<file path="config.mk">
export PLATFORM = sky130hd
export DESIGN_NAME = seg_scan_driver
export DESIGN_NICKNAME = d
export VERILOG_FILES = /design/src/rtl/calc_pkg.sv /design/src/rtl/seg_scan_driver_scan_timer.sv /design/src/rtl/seg_scan_driver.sv
export SDC_FILE = /design/constraint.sdc
export NUM_CORES = 1
export LEC_CHECK = 0
export CAP_MARGIN = 30
export CORE_MARGIN = 2
export CORE_UTILIZATION = 47
export DETAILED_ROUTE_END_ITERATION = 10
export PLACE_DENSITY = 0.77
export SLEW_MARGIN = 25
export SYNTH_ARGS = -nofsm -noshare
export SYNTH_HDL_FRONTEND = slang
export SYNTH_SLANG_ARGS = --single-unit
</file>
<file path="constraint.sdc">
create_clock -name clk_i -period 3.2 [get_ports clk_i]
set_clock_uncertainty 0.05 [all_clocks]
set_input_delay 0.64 -clock clk_i [delete_from_list [all_inputs] [get_ports clk_i]]
set_output_delay 0.64 -clock clk_i [all_outputs]
set_load 0.05 [all_outputs]
</file>
<file path="src/rtl/calc_pkg.sv">
// Shared types and constants for the calculator display path.
package calc_pkg;

  // One seven-segment digit: bit0=a .. bit6=g, bit7=dp.
  typedef logic [7:0] seg_t;

  // Active-low "everything off" pattern for the cathode lines.
  localparam seg_t SEG_OFF = 8'hFF;

  // Brightness code that keeps every drive cycle lit.
  localparam logic [3:0] BRIGHT_FULL = 4'hF;

  // Position within a digit slot: dark guard interval, then drive window.
  typedef enum logic {
    PH_BLANK = 1'b0,
    PH_DRIVE = 1'b1
  } phase_e;

endpackage

</file>
<file path="src/rtl/seg_scan_driver_scan_timer.sv">
// Slot and digit sequencing for the scan driver: slot counter, digit index,
// blank/drive phase and the once-per-frame pulse.
module scan_timer
  import calc_pkg::*;
#(
  parameter int NumDigits   = 8,
  parameter int DigitCycles = 1000,
  parameter int BlankCycles = 16,
  localparam int CntW = $clog2(DigitCycles),
  localparam int DigW = (NumDigits > 1) ? $clog2(NumDigits) : 1
) (
  input  logic            clk_i,
  input  logic            rst_i,
  output logic [CntW-1:0] cnt_o,
  output logic [DigW-1:0] digit_o,
  output logic            drive_o,
  output logic            load_o,
  output logic            frame_o
);

  localparam logic [CntW-1:0] CntLast  = CntW'(DigitCycles - 1);
  localparam logic [CntW-1:0] CntBlank = CntW'(BlankCycles);
  localparam logic [DigW-1:0] DigLast  = DigW'(NumDigits - 1);

  logic [CntW-1:0] cnt_q, cnt_d;
  logic [DigW-1:0] digit_q, digit_d;
  logic            frame_q;
  logic            frameStart;
  phase_e          phase;

  // Advance the slot counter every cycle; the digit index steps on slot wrap.
  always_comb begin
    cnt_d   = cnt_q + CntW'(1);
    digit_d = digit_q;
    if (cnt_q == CntLast) begin
      cnt_d   = '0;
      digit_d = (digit_q == DigLast) ? '0 : digit_q + DigW'(1);
    end
  end

  // Phase and frame start are pure functions of the current position.
  always_comb begin
    phase      = (cnt_q < CntBlank) ? PH_BLANK : PH_DRIVE;
    frameStart = (cnt_q == '0) && (digit_q == '0);
  end

  // Position registers plus the registered frame pulse (dark on reset).
  always_ff @(posedge clk_i or posedge rst_i) begin
    if (rst_i) begin
      cnt_q   <= '0;
      digit_q <= '0;
      frame_q <= 1'b0;
    end else begin
      cnt_q   <= cnt_d;
      digit_q <= digit_d;
      frame_q <= frameStart;
    end
  end

  assign cnt_o   = cnt_q;
  assign digit_o = digit_q;
  assign drive_o = (phase == PH_DRIVE);
  assign load_o  = frameStart;
  assign frame_o = frame_q;

endmodule

</file>
<file path="src/rtl/seg_scan_driver.sv">
// Time-multiplexed seven-segment scan driver with per-frame shadow copy,
// anti-ghosting blank interval and 4-bit PWM brightness.
module seg_scan_driver
  import calc_pkg::*;
#(
  parameter int NumDigits   = 8,
  parameter int DigitCycles = 1000,
  parameter int BlankCycles = 16
) (
  input  logic                   clk_i,
  input  logic                   rst_i,
  input  logic [8*NumDigits-1:0] segments_i,
  input  logic                   enable_i,
  input  logic [3:0]             brightness_i,
  output logic [NumDigits-1:0]   anodes_o,
  output logic [7:0]             cathodes_o,
  output logic                   frame_o
);

  localparam int CntW = $clog2(DigitCycles);
  localparam int DigW = (NumDigits > 1) ? $clog2(NumDigits) : 1;

  logic [CntW-1:0]        cnt;
  logic [DigW-1:0]        digit;
  logic                   drive;
  logic                   load;

  seg_t [NumDigits-1:0]   shadow_q, shadow_d;
  logic [NumDigits-1:0]   anodes_q, anodes_d;
  seg_t                   cathodes_q, cathodes_d;
  logic [3:0]             pwmPhase;
  logic                   lit;

  scan_timer #(
    .NumDigits  (NumDigits),
    .DigitCycles(DigitCycles),
    .BlankCycles(BlankCycles)
  ) u_timer (
    .clk_i  (clk_i),
    .rst_i  (rst_i),
    .cnt_o  (cnt),
    .digit_o(digit),
    .drive_o(drive),
    .load_o (load),
    .frame_o(frame_o)
  );

  // Shadow copy only refreshes at frame start so a frame never tears.
  always_comb begin
    shadow_d = shadow_q;
    if (load) begin
      shadow_d = segments_i;
    end
  end

  // PWM compare and next output pattern; only the current digit may be lit.
  always_comb begin
    pwmPhase   = 4'(32'(cnt) - 32'(BlankCycles));
    lit        = drive && enable_i &&
                 ((brightness_i == BRIGHT_FULL) || (pwmPhase < brightness_i));
    anodes_d   = '1;
    cathodes_d = SEG_OFF;
    if (lit) begin
      anodes_d[digit] = 1'b0;
      cathodes_d      = ~shadow_q[digit];
    end
  end

  // Shadow and output registers; reset forces the display dark at once.
  always_ff @(posedge clk_i or posedge rst_i) begin
    if (rst_i) begin
      shadow_q   <= '0;
      anodes_q   <= '1;
      cathodes_q <= SEG_OFF;
    end else begin
      shadow_q   <= shadow_d;
      anodes_q   <= anodes_d;
      cathodes_q <= cathodes_d;
    end
  end

  assign anodes_o   = anodes_q;
  assign cathodes_o = cathodes_q;

endmodule

</file>
## After elaboration in Yosys (flattened, before gate mapping)

Index checks and enable logic that the tools add are counted.

- Add/subtract/negate cells: 3
- $lt $le $gt $ge: 4
- Equality and inequality tests: 3
- Mux-type cells: 9
- Bitwise operators: 2
- Reductions and logical operators: 7

Operator list:

| cell | count |
|---|---|
| binary-select mux 8 bit (select 3 bit) | 1 |
| two-way mux 8 bit | 3 |
| inverter 8 bit | 2 |
| adder 10 x 1 -> 10 bit, second input constant | 1 |
| == test 10 bit, second input constant | 1 |
| zero test 10 bit | 1 |
| less-than comparator 10 x 5 -> 1 bit, second input constant | 1 |
| two-way mux 10 bit | 1 |
| == test 4 bit, second input constant | 1 |
| logical AND 1 bit | 4 |
| less-than comparator 3 x 4 -> 1 bit, second input constant | 1 |
| less-than comparator 4 bit | 1 |
| subtractor 4 x 1 -> 4 bit, second input constant | 1 |
| adder 3 x 1 -> 3 bit, second input constant | 1 |
| demux 1 bit (select 3 bit) | 1 |
| == test 3 bit, second input constant | 1 |
| greater-or-equal comparator 3 x 1 -> 1 bit, second input constant | 1 |
| zero test 3 bit | 1 |
| two-way mux 3 bit | 1 |
| two-way mux 1 bit | 2 |
| logical OR 1 bit | 1 |

- Flip-flop bits (word level): 94
- Word-level logic and storage cells: 41

## Logic depth before layout (Yosys ltp)

Gate-level depths: netlist of the first run.

- Depth after elaboration: 6
- Depth in mapped cells: 9

## By module

Synthesis of the first run repeated with hierarchy kept, for this count alone.

- Cell total of the unflattened synthesis: 309
- Area total of the unflattened synthesis: 4230.3 um2

By module, submodules not included:

| module | times used | cells an instance | area an instance (um2) |
|---|---|---|---|
| seg_scan_driver | 1 | 238 | 3513.4 |
| scan_timer | 1 | 71 | 716.9 |

## Worst setup path before layout of the first run

No wires, ideal clock.

- Kind: register -> register
- Start: register u_timer.digit_q[0] (netlist: u_timer.digit_o[0])
- End: register shadow_q[15] (netlist bit)
- Library setup time: 125 ps
- Data arrival time: 1955 ps
- Data required time: 3025 ps
- Setup slack: 1070 ps
- Cell stages (with the launch flop): 10
- Buffers on the path: 4
- Clock period less this slack: 2130 ps
- Cell sequence: dfrtp_1 buf_2 inv_1 clkbuf_1 ha_1 nand4_1 nor2_2 buf_6 buf_12 mux2_4

- Word-level cells in the longest chain between the ends: 2

RTL lines:

| element | RTL line | text |
|---|---|---|
| start: declaration | seg_scan_driver_scan_timer.sv:26 | `logic [DigW-1:0] digit_q, digit_d;` |
| start signal: assignment | seg_scan_driver_scan_timer.sv:55 | `digit_q <= digit_d;` |
| zero test 3 bit | seg_scan_driver_scan_timer.sv:44 | `frameStart = (cnt_q == '0) && (digit_q == '0);` |
| logical AND 1 bit | seg_scan_driver_scan_timer.sv:44 |  |
| end signal: assignment | seg_scan_driver.sv:76 | `shadow_q <= shadow_d;` |
| end: declaration | seg_scan_driver.sv:28 | `seg_t [NumDigits-1:0] shadow_q, shadow_d;` |

No other way between the ends.
A chain may end at the register's enable or synchronous reset.

## Worst setup path in the final report of the first run

- Start: input brightness_i[2]
- End: register cathodes_q[2] (netlist: cathodes_o[2])

- Word-level cells in the longest chain between the ends: 4
- Elaborated cells on any way between the ends: 5
- Classes of those cells: 1 x order compare; 1 x eq/ne; 1 x mux; 2 x reduce/logical

RTL lines:

| element | RTL line | text |
|---|---|---|
| start: declaration | seg_scan_driver.sv:14 | `input logic [3:0] brightness_i,` |
| less-than comparator 4 bit / == test 4 bit (equally long branches) | seg_scan_driver.sv:60 | `((brightness_i == BRIGHT_FULL) \|\| (pwmPhase < brightness_i));` |
| logical OR 1 bit (*) | seg_scan_driver.sv:60 |  |
| logical AND 1 bit (*) | seg_scan_driver.sv:59 | `lit = drive && enable_i &&` |
| two-way mux 8 bit (*) | seg_scan_driver.sv:63 | `if (lit) begin` |
| net cathodes_d[2] | seg_scan_driver.sv:30 | `seg_t cathodes_q, cathodes_d;` |
| end signal: assignment | seg_scan_driver.sv:78 | `cathodes_q <= cathodes_d;` |
| end: declaration | seg_scan_driver.sv:30 |  |

Mark *: on every way through the listed nets, which the timed path passes. The rest lies on a longest branch.

==> flow_metrics.tcl, run 1 <==
set metrics [dict create \
    ys_ff_latch 94 \
    antenna_found_initial 0 \
    dr.pass1.iters 4 \
    hold_viol 0 \
    coreArea_um2 9200 \
    post_cts_buffers 0 \
    synth_cell_type_count 42 \
    worstHoldEndpoint "shadow_q[9]$_DFFE_PP0P_" \
    worst_setup_path_end_kind "flop" \
    critPathLaunchType "input port" \
    die_area_um2 10300 \
    crit_arrival_ns 2.62 \
    vias 2816 \
    hpwl_mm 6.05 \
    async_flop_share 1.00 \
    fp.dieW_um 101 \
    required_ns 3.39 \
    seq_area_frac_synth 0.533 \
    wl_per_cell_um 17.1 \
    clock-sinks 94 \
    synthesis.nets 397 \
    layout-drive-gt1-share 0.249 \
    cp_max_fo 16 \
    cts_tree "done" \
    synth_edf_count 0 \
    routed_wirelength_mm 8.90 \
    fin_crit_ns 2.43 \
    grt_pass1_vias 2880 \
    setup_viol 0 \
    synth-simple-area-share 0.0745 \
    layout_commonest_cell "clkdlybuf4s50_1" \
    n_fill_cell 751 \
    rsz0062_at_grt "no" \
    min_path_type "reg2reg" \
    timing.final.crit_share 0.759 \
    syn_inst 318 \
    maxSlewHeadroom 0.561 \
    syn_area_um2 4450 \
    drv_cap 0 \
    cts-buffers-inserted 9 \
    gr-total-overflow 0 \
    core.rowCount 35 \
    p_leak_nw 2.33 \
    cts.clk_slew.worst_paths_ns 0.09 \
    slew_viol_final 0 \
    post_cts_resized 0 \
    nets 484 \
    synth_largest_area_cell "dfrtp_1" \
    critical_path_class "in2reg" \
    insertion_delay_ns 0.36 \
    r2r_slack_ns 0.84 \
    synth_top_area_frac 0.439 \
    die_y_um 101 \
    worstHoldPathCells 1 \
    final_cell_mix "clkdlybuf4s50_1, dfrtp_1, mux2_4, nand2_1, dfstp_2" \
    power_density_nw_per_um2 417 \
    fmax_ghz 0.412 \
    clockBufferDepth 2 \
    grt_use_total 0.182 \
    routed_via_density 5.40 \
    drc_errors 0 \
    synth_adder_area_share 0.0225 \
    yosys-top-cells-area "dfrtp_1, mux2_4, dfstp_2" \
    synth_compound_area_frac 0.0534 \
    setup-tns-final_ns 0 \
    antenna_left 0 \
    reg2regPathDepth 6 \
    place.gp.congestion 0.695 \
    initial_core_util 0.484 \
    clockRootBuffer "clkbuf_8" \
    h-tree-depth 3 \
    ioPinCount 88 \
    ir_worst_vdd_v 0.000181 \
    status "completed" \
    io_buffer_count 87 \
    rr_endpoint "shadow_q[3]$_DFFE_PP0P_" \
    min_from "shadow_q[9]$_DFFE_PP0P_" \
    ys_warn_count 0 \
    worst_slack_ns 0.770 \
    ys.flop_type "dfrtp_1" \
    drt_iter0_drc 62 \
    synth_xor_area_frac 0.00985 \
    grt_max_degree 54 \
    preCtsSetupSlack_ns 0.395 \
    worst-slew-pin-transition_ns 0.659 \
    postSynthAreaPerCell_um2 14.0 \
    muxShareOfSynthArea 0.259 \
    r2r_start "u_timer.digit_o[0]$_DFFE_PP0N_" \
    cts_hold_buf 0 \
    n_antenna_cell 0 \
    synth_top_family_by_area "multiplexers" \
    syn_to_final_growth_pct 25.2 \
    grt_pass1_wl_mm 14.2 \
]
where the power goes:
group	total, mW	leakage, nW	internal, mW	switching, mW
Clock	0.820	0.106	0.404	0.416
Combinational	0.239	1.12	0.149	0.0905
Sequential	1.27	1.10	1.24	0.0255
Total	2.32	2.33	1.79	0.532
worst max path at each step:
stage | end | cells past startpoint | from
3_5_place_dp | cathodes_o[2]$_DFF_PP1_ | 7 | brightness_i[2]
2_1_floorplan | shadow_q[0]$_DFFE_PP0P_ | 1 | rst_i
4_1_cts | cathodes_o[2]$_DFF_PP1_ | 7 | brightness_i[2]
3_3_place_gp | cathodes_o[2]$_DFF_PP1_ | 7 | brightness_i[2]
6_report | cathodes_o[2]$_DFF_PP1_ | 7 | brightness_i[2]
5_1_grt | cathodes_o[2]$_DFF_PP1_ | 7 | brightness_i[2]
area by class of cell:
class	count	area, um^2	area share
Inverter	11	43.8	0.00786
Clock inverter	5	56.3	0.0101
Clock buffer	11	151	0.0272
Multi-Input combinational cell	195	1870	0.336
Tap cell	111	139	0.0249
Timing Repair Buffer	94	936	0.168
Sequential cell	94	2370	0.426
state kept, by name, indices dropped and copies added, names as in the netlist:
register / cells
anodes_o: 8
cathodes_o: 8
shadow_q: 64
u_timer.cnt_o: 10
u_timer.digit_o: 3
u_timer.frame_o: 1
metrics by stage:
stage          utilization  power [mW]  hold WS [ns]  instances  cell area (um^2)
3_5_place_dp         0.583        1.53         0.424        505              5360
3_3_place_gp         0.583        1.52         0.415        505              5360
2_1_floorplan            -        1.40         0.400        318              4450
5_1_grt              0.606        2.41         0.456        521              5570
6_report             0.606        2.32         0.441        521              5570
4_1_cts              0.606        2.35         0.445        521              5570
layer usage:
metal	vias to the layer above	GRT usage	share of wire
met4	0	0.0738	0.011
met2	73	0.292	0.48
met5	-	0	0
met3	7	0.0262	0.037
met1	1417	0.250	0.48
li1	1319	-	-
worst max-delay path, stage by stage:
cell and delay [ns]:
clkdlybuf4s50_1 0.48, inv_1 0.05, ha_1 0.30, a211o_1 0.26
a31oi_1 0.14, o211a_1 0.51, o311ai_0 0.23
cell families (layout without fill, tap and decap cells):
kind of cell               Yosys count  after routing
muxes                               81             81
xor gates and xnor gates             5              5
and+or+nand+nor                     67             67
adders and majority gates            8              8
buffers and inverters               29            121
AOI/OAI and AO/OA                   34             34
DFF                                 94             94
cells in the mapped netlist, types with 3 or more instances:
master / n
dfrtp_1: 78
mux2_4: 49
nand2_1: 22
dfstp_2: 16
mux2_1: 15
nor2_1: 11
buf_2: 9
inv_1: 9
nand4_1: 9
ha_1: 8
mux2i_1: 8
nand3_1: 8
o21ai_0: 8
mux4_2: 6
a21oi_1: 5
buf_12: 5
nor3_1: 5
mux2_2: 3
nand2b_1: 3
o221ai_1: 3
o22a_1: 3
o22ai_1: 3
xnor2_1: 3
Note: power is estimated with default switching activity, not from simulation.
==> inputs of run 2 (changes only) <==
clock period = 2.2 ns   (was 3.2 ns; I/O delays follow)
==> flow_metrics.tcl, run 2 (same netlist as run 1, synthesis figures left out) <==
set metrics [dict create \
    place.gp.congestion 0.715 \
    io_buffer_count 87 \
    setup-tns-final_ns 0 \
    coreArea_um2 9200 \
    dp.cells 509 \
    nets 488 \
    finalInstanceArea_um2 5600 \
    min_path_type "reg2reg" \
    setup_viol 0 \
    slowest_stage "clkdlybuf4s50_1" \
    antenna_left 0 \
    timing.final.crit_share 0.978 \
    gr-total-overflow 0 \
    wl_per_cell_um 16.5 \
    worst_setup_path_end_kind "output port" \
    cts_hold_buf 0 \
    rsz0062_at_grt "no" \
    layout-drive-gt1-share 0.254 \
    cts_tree "done" \
    largest_reg_flops 64 \
    power_mw 3.17 \
    power_density_nw_per_um2 566 \
    worst-slew-pin-transition_ns 0.520 \
    critical_path_class "reg2out" \
    insertion_delay_ns 0.34 \
    antenna_found_initial 0 \
    slew_viol_final 0 \
    h-tree-depth 3 \
    fmax_ghz 0.465 \
    core.rowCount 35 \
    dpl_cell_area_um2 5430 \
    cts.clk_slew.worst_paths_ns 0.09 \
    holdWs_ns 0.443 \
    syn_to_final_growth_pct 25.8 \
    hold_viol 0 \
    grt_pass1_wl_mm 14.2 \
    status "completed" \
    maxSlewHeadroom 0.653 \
    p_leak_nw 2.35 \
    largest_register "shadow_q" \
    fin_crit_ns 2.15 \
    drv_cap 0 \
    clockBufferDepth 2 \
    grt_max_degree 95 \
    drc_errors 0 \
    slowest_delay_ns 0.79 \
    cp_num_buf_inv 1 \
    hpwl_mm 5.95 \
    layout_commonest_cell "clkdlybuf4s50_1" \
    clockRootBuffer "clkbuf_8" \
    drt_iter0_drc 142 \
    cts-buffers-inserted 9 \
    critPathLaunchType "flop" \
    fp.dieW_um 101 \
    die_y_um 101 \
    final_cell_mix "clkdlybuf4s50_1, dfrtp_1, mux2_4, nand2_1, dfstp_2" \
    final_util 0.608 \
    path_cells "clkdlybuf4s50_1" \
    r2r_slack_ns 0.33 \
    initial_core_util 0.484 \
    grt_pass1_vias 2892 \
    cp_max_fo 1 \
    clock-sinks 94 \
    worst_slack_ns 0.0487 \
    dr.pass1.iters 4 \
    crit_family "buffers and inverters" \
    ir_worst_vdd_v 0.000367 \
    routed_wirelength_mm 8.67 \
    preCtsSetupSlack_ns -0.138 \
    crit_arrival_ns 1.66 \
    ioPinCount 88 \
    required_ns 1.71 \
    routed_via_density 5.26 \
    fin_cells 525 \
    n_antenna_cell 0 \
    die_area_um2 10300 \
    vias 2760 \
    grt_use_total 0.179 \
]
## run 2: path summary, 6_finish.rpt
kind | cells after the start | from | end
worst max register to register | 5 | u_timer.cnt_o[8]$_DFF_PP0_ | shadow_q[3]$_DFFE_PP0P_
max in group asynchronous | 3 | rst_i | cathodes_o[4]$_DFF_PP1_
worst min-delay path | 1 | shadow_q[1]$_DFFE_PP0P_ | shadow_q[1]$_DFFE_PP0P_
worst min register to register | 1 | shadow_q[1]$_DFFE_PP0P_ | shadow_q[1]$_DFFE_PP0P_
min in group asynchronous | 3 | rst_i | shadow_q[23]$_DFFE_PP0P_
worst max-delay path | 1 | cathodes_o[0]$_DFF_PP1_ | cathodes_o[0]
## run 2: power breakdown
group / internal (mW) / switching [mW]
logic: 0.220 / 0.132
registers: 1.80 / 0.0373
clock network: 0.410 / 0.565
## run 2: layout make-up
class | instances | area, um^2
repair buffers | 98 | 1010
inverters | 11 | 45.0
clock inverters | 4 | 23.8
flip-flops and latches | 94 | 2370
clock buffers | 12 | 135
well taps | 111 | 139
multi-input cells | 195 | 1870
fillers | 751 | 3600
## run 2: timing repair
action / 4_1_cts / 5_1_grt
buffers inserted: 0 / 0
gates resized for setup: 0 / 4
setup endpoints to repair: 0 / 4
## run 2: metal layers
| metal | track usage | up-vias | share of wire |
|---|---|---|---|
| li1 | - | 1322 | - |
| met1 | 0.259 | 1369 | 0.48 |
| met2 | 0.277 | 65 | 0.47 |
| met3 | 0.0331 | 4 | 0.042 |
| met4 | 0.0530 | 0 | 0.0066 |
| met5 | 0 | - | 0 |
==> inputs of run 3 (changes only) <==
CORE_UTILIZATION = 48   (was 47)
PLACE_DENSITY = 0.75   (was 0.77)
clock period = 2.16 ns   (was 2.2 ns; I/O delays follow)
==> flow_metrics.tcl, run 3 (same netlist as run 1, synthesis figures left out) <==
set metrics [dict create \
    n_fill_cell 694 \
    slowest_delay_ns 0.79 \
    gr-total-overflow 0 \
    grt_pass1_vias 2885 \
    setup_viol 0 \
    p_leak_nw 2.32 \
    core.rowCount 35 \
    die_y_um 100 \
    clockRootBuffer "clkbuf_8" \
    critical_path_class "reg2out" \
    use_met1 0.248 \
    finalInstanceArea_um2 5580 \
    final_cell_mix "dfrtp_1, clkdlybuf4s50_1, mux2_4, nand2_1, dfstp_2" \
    cts.clk_slew.worst_paths_ns 0.10 \
    cts-buffers-inserted 9 \
    io_buffer_count 87 \
    cp_num_buf_inv 1 \
    n_antenna_cell 0 \
    syn_to_final_growth_pct 25.3 \
    rr_endpoint "shadow_q[1]$_DFFE_PP0P_" \
    final_util 0.612 \
    worst-slew-pin-transition_ns 0.499 \
    fp.dieW_um 100 \
    place.gp.congestion 0.771 \
    grt_use_total 0.186 \
    min_path_type "reg2reg" \
    grtUsageMet3 0.0334 \
    cp_num_cells 1 \
    critPathLaunchType "flop" \
    drt_iter0_drc 117 \
    hpwl_mm 5.99 \
    worstHoldEndpoint "shadow_q[5]$_DFFE_PP0P_" \
    power_density_nw_per_um2 599 \
    largest_register "shadow_q" \
    top_usage_layer "met2" \
    r2r_slack_ns 0.28 \
    layout-drive-gt1-share 0.267 \
    cp_max_fo 1 \
    wl_per_cell_um 16.7 \
    maxSlewHeadroom 0.667 \
    min_from "shadow_q[5]$_DFFE_PP0P_" \
    layout_commonest_cell "dfrtp_1" \
    vias 2831 \
    grt_pass1_wl_mm 14.4 \
    die_area_um2 10100 \
    grt_util_met2 0.299 \
    fmax_ghz 0.506 \
    nets 486 \
    worstHoldPathCells 1 \
    insertion_delay_ns 0.37 \
    h-tree-depth 3 \
    power_mw 3.34 \
    status "completed" \
    rsz0062_at_grt "no" \
    largest_reg_flops 64 \
    clockBufferDepth 2 \
    ir_worst_vdd_v 0.000305 \
    reg2regPathDepth 5 \
    crit_family "buffers and inverters" \
    ioPinCount 88 \
    antenna_left 0 \
    drv_cap 0 \
    crit_arrival_ns 1.49 \
    slew_viol_final 0 \
    dpl_cell_area_um2 5400 \
    slowest_stage "clkdlybuf4s50_1" \
    grt_max_degree 95 \
    dr.pass1.iters 4 \
    antenna_found_initial 0 \
    worst_setup_path_end_kind "output port" \
    coreArea_um2 9110 \
    drc_errors 0 \
    required_ns 1.68 \
    clock-sinks 94 \
    cts_tree "done" \
    timing.final.crit_share 0.914 \
    r2r_start "u_timer.cnt_o[8]$_DFF_PP0_" \
    path_cells "clkdlybuf4s50_1" \
    fin_crit_ns 1.98 \
    initial_core_util 0.488 \
    hold_viol 0 \
    routed_wirelength_mm 8.73 \
    routed_via_density 5.41 \
    cts_hold_buf 0 \
]
[run 3: changes by cell type in the layout (fill, tap and decap cells not counted), sizes merged]
cell           delta
clkdlybuf4s50    -10
inv               +4
dlymetal6s2s      -4
buf               +2
clkbuf            -3
dlygate4sd2      +10
clkinv            -1
[run 3: area by class of cell]
type | count | area [um^2] | area share
well taps | 111 | 139 | 0.0249
inverters | 11 | 45.0 | 0.00808
multi-input cells | 195 | 1870 | 0.336
clock buffers | 9 | 124 | 0.0222
flip-flops and latches | 94 | 2370 | 0.425
repair buffers | 96 | 961 | 0.172
clock inverters | 7 | 62.6 | 0.0112
[run 3: how the worst max path moves through the flow]
stage                                         startpoint                        to  slack, ns
final                          u_timer.frame_o$_DFF_PP0_                   frame_o       0.18
after global routing           u_timer.frame_o$_DFF_PP0_                   frame_o       0.14
after CTS                      u_timer.frame_o$_DFF_PP0_                   frame_o       0.16
after detailed placement                 brightness_i[2]   cathodes_o[2]$_DFF_PP1_      -0.13
after global placement                   brightness_i[2]   cathodes_o[2]$_DFF_PP1_      -0.09
after floorplan           u_timer.digit_o[0]$_DFFE_PP0N_  shadow_q[15]$_DFFE_PP0P_       0.03
[run 3: per-layer routing]
metal | share of wire | wire, um | vias up
met5 | 0 | 0 | -
met4 | 0.020 | 172 | 0
met3 | 0.037 | 323 | 14
met2 | 0.49 | 4260 | 62
met1 | 0.46 | 3970 | 1432
li1 | - | - | 1323
[run 3: what timing repair did]
action | CTS | global route
setup buffers | 0 | 0
setup endpoints to repair | 10 | 0
resized for setup | 10 | 0
[run 3: report_power, final]
group	switching (mW)	total [mW]	internal, mW
clock network	0.665	1.11	0.445
registers	0.0390	1.88	1.84
logic	0.132	0.353	0.221
total	0.836	3.34	2.50
[run 3: stage by stage]
step           worst slack (ns)  hold slack, ns  TNS (ns)  cells
2_1_floorplan            0.0304           0.400         0    318
3_3_place_gp            -0.0899           0.409    -0.758    507
3_5_place_dp             -0.127           0.422     -1.31    507
4_1_cts                   0.160           0.446         0    523
5_1_grt                   0.139           0.460         0    523
6_report                  0.185           0.441         0    523
==> RTL change (settings of run 3) <==
Add an input register stage for `segments_i`, `enable_i` and `brightness_i`, with the module's reset; this delays them by one clock.
--- a/src/rtl/seg_scan_driver.sv
+++ b/src/rtl/seg_scan_driver.sv
@@ -19,6 +19,22 @@
 
   localparam int CntW = $clog2(DigitCycles);
   localparam int DigW = (NumDigits > 1) ? $clog2(NumDigits) : 1;
+
+  logic [8*NumDigits-1:0] segments_q;
+  logic enable_q;
+  logic [3:0] brightness_q;
+
+  always_ff @(posedge clk_i or posedge rst_i) begin
+    if (rst_i) begin
+      segments_q   <= '0;
+      enable_q     <= '0;
+      brightness_q <= '0;
+    end else begin
+      segments_q   <= segments_i;
+      enable_q     <= enable_i;
+      brightness_q <= brightness_i;
+    end
+  end
 
   logic [CntW-1:0]        cnt;
   logic [DigW-1:0]        digit;
@@ -49,15 +65,15 @@
   always_comb begin
     shadow_d = shadow_q;
     if (load) begin
-      shadow_d = segments_i;
+      shadow_d = segments_q;
     end
   end
 
   // PWM compare and next output pattern; only the current digit may be lit.
   always_comb begin
     pwmPhase   = 4'(32'(cnt) - 32'(BlankCycles));
-    lit        = drive && enable_i &&
-                 ((brightness_i == BRIGHT_FULL) || (pwmPhase < brightness_i));
+    lit        = drive && enable_q &&
+                 ((brightness_q == BRIGHT_FULL) || (pwmPhase < brightness_q));
     anodes_d   = '1;
     cathodes_d = SEG_OFF;
     if (lit) begin
Check against the original RTL: no difference found for any inputs over 10 cycles, from zero or initial values and one cycle with rst_i high; that may be too few to reach the edited logic, so the function may still have changed.
==> RTL change against run 3 <==
- routed wire length grew 33%
- total power rose by 100%
- die area increased by 39%
- design area increased by 43%
- sequential cell count rose by 69
- area after synthesis up 41%
- worst setup slack worse by 0.022 ns
- sequential share of layout area grew 8.8 points
- first-iteration DRC count is 59% higher
- synthesized cell count grew 26%
- critical path type unchanged
==> RTL change: results (changes against run 3) <==
\begin{tabular}{lr}
\hline
Metric & Value \\
\hline
\multicolumn{2}{l}{\textbf{Routing}} \\
\quad Amount of wire on met2 after detailed routing & 5870 µm (was 4260 µm) \\
\quad Post-DR wirelength/cell & 16.9 µm (was 16.7 µm) \\
\quad Wire length the detailed router placed on met1 & 5180 µm (was 3970 µm) \\
\quad Via-to-Cell Ratio & 4.98 (was 5.41) \\
\quad Initial DRC count & 186 (was 117) \\
\quad Met3 routed wirelength & 439 µm (was 323 µm) \\
\multicolumn{2}{l}{\textbf{Logic synthesis}} \\
\quad XOR/XNOR share of the synthesized area & 0.838\% (was 0.985\%) \\
\quad Complex-gate fraction of the synthesized area & 3.77\% (was 5.34\%) \\
\quad Dominant cells by area after synthesis & sky130\_fd\_sc\_hd\_\_dfrtp\_1, sky130\_fd\_sc\_hd\_\_mux2\_4, sky130\_fd\_sc\_hd\_\_dfstp\_2, sky130\_fd\_sc\_hd\_\_mux2\_2, sky130\_fd\_sc\_hd\_\_mux2i\_1 (was sky130\_fd\_sc\_hd\_\_dfrtp\_1, sky130\_fd\_sc\_hd\_\_mux2\_4, sky130\_fd\_sc\_hd\_\_dfstp\_2, sky130\_fd\_sc\_hd\_\_mux2\_1, sky130\_fd\_sc\_hd\_\_mux4\_2) \\
\quad Net count of the mapped netlist & 479 (was 397) \\
\quad Number of distinct library cells after synthesis & 47 (was 42) \\
\multicolumn{2}{l}{\textbf{Clock tree}} \\
\quad Number of clock sinks & 163 (was 94) \\
\quad Reg clk slew, reported paths & 0.06 ns (was 0.10 ns) \\
\quad Clock network latency to the later pin of the worst-skew pair & 0.41 ns (was 0.37 ns) \\
\quad CTS Buf Count & 17 (was 9) \\
\multicolumn{2}{l}{\textbf{Critical path}} \\
\quad R2r setup slk & 0.21 ns (was 0.28 ns) \\
\quad Reg2Reg Capture Point & cathodes\_o[1]\$\_DFF\_PP1\_ (was shadow\_q[1]\$\_DFFE\_PP0P\_) \\
\quad Startpoint of the most critical register-to-register path & u\_timer.cnt\_o[2]\$\_DFF\_PP0\_ (was u\_timer.cnt\_o[8]\$\_DFF\_PP0\_) \\
\multicolumn{2}{l}{\textbf{Finish}} \\
\quad Sequential fraction of total cell area & 51.3\% (was 42.5\%) \\
\quad Layout clock area frac & 7.88\% (was 3.34\%) \\
\quad Layout fillers & 932 (was 694) \\
\multicolumn{2}{l}{\textbf{Pwr}} \\
\quad Leakage dissipation & 3.36 nW (was 2.32 nW) \\
\multicolumn{2}{l}{\textbf{Global routing}} \\
\quad Wire length of the first global-routing pass & 19400 µm (was 14400 µm) \\
\quad Number of global-route vias before repair & 3742 (was 2885) \\
\quad Met1 Usage GRT & 24.0\% (was 24.8\%) \\
\quad Routing usage on met2 & 28.8\% (was 29.9\%) \\
\multicolumn{2}{l}{\textbf{Worst hold path}} \\
\quad HP Class & in -> async (was reg -> reg) \\
\multicolumn{2}{l}{\textbf{Outcome}} \\
\quad Result of the run & completed (unchanged) \\
\hline
\end{tabular}
RTL change: cell count changes in the layout (fill, tap and decap cells not counted), sizes merged, moves of 4 or more:
cell | run 3 | this run
mux2i | 8 | 18
nor3 | 5 | 12
inv | 14 | 7
buf | 15 | 25
nand2 | 22 | 8
mux2 | 67 | 71
a211oi | 0 | 4
dfrtp | 78 | 147
clkbuf | 9 | 21
mux4 | 6 | 0
RTL change: metrics by stage:
| stage | area, µm² | hold WS [ns] | util, % | instances |
|---|---|---|---|---|
| after floorplan | 6280 | 0.404 | - | 400 |
| after global routing | 7990 | 0.377 | 63.0 | 688 |
| after detailed placement | 7370 | 0.414 | 58.2 | 656 |
| final | 7990 | 0.368 | 63.0 | 688 |
| after global placement | 7370 | 0.412 | 58.2 | 656 |
| after CTS | 7990 | 0.367 | 63.0 | 688 |
RTL change: worst max-delay path by stage:
stage,from,endpoint,slack [ns],depth (start not counted)
floorplan,rst_i,brightness_q[0]$_DFF_PP0_,-0.38,1
global placement,u_timer.cnt_o[2]$_DFF_PP0_,cathodes_o[1]$_DFF_PP1_,0.24,5
detailed placement,u_timer.cnt_o[2]$_DFF_PP0_,cathodes_o[1]$_DFF_PP1_,0.22,5
CTS,u_timer.frame_o$_DFF_PP0_,frame_o,0.14,1
global route,u_timer.cnt_o[0]$_DFF_PP0_,shadow_q[24]$_DFFE_PP0P_,0.08,7
finish,u_timer.frame_o$_DFF_PP0_,frame_o,0.16,1
RTL change: where the power goes:
| group | total (mW) | internal [mW] | switching, mW |
|---|---|---|---|
| sequential | 3.26 | 3.20 | 0.0647 |
| clock | 3.11 | 1.94 | 1.17 |
| combinational | 0.393 | 0.234 | 0.159 |
| total | 6.77 | 5.38 | 1.39 |
RTL change: timing repair:
action,CTS,global route
gates resized for setup,9,0
setup endpoints to repair,9,0
hold endpoints to repair,0,0
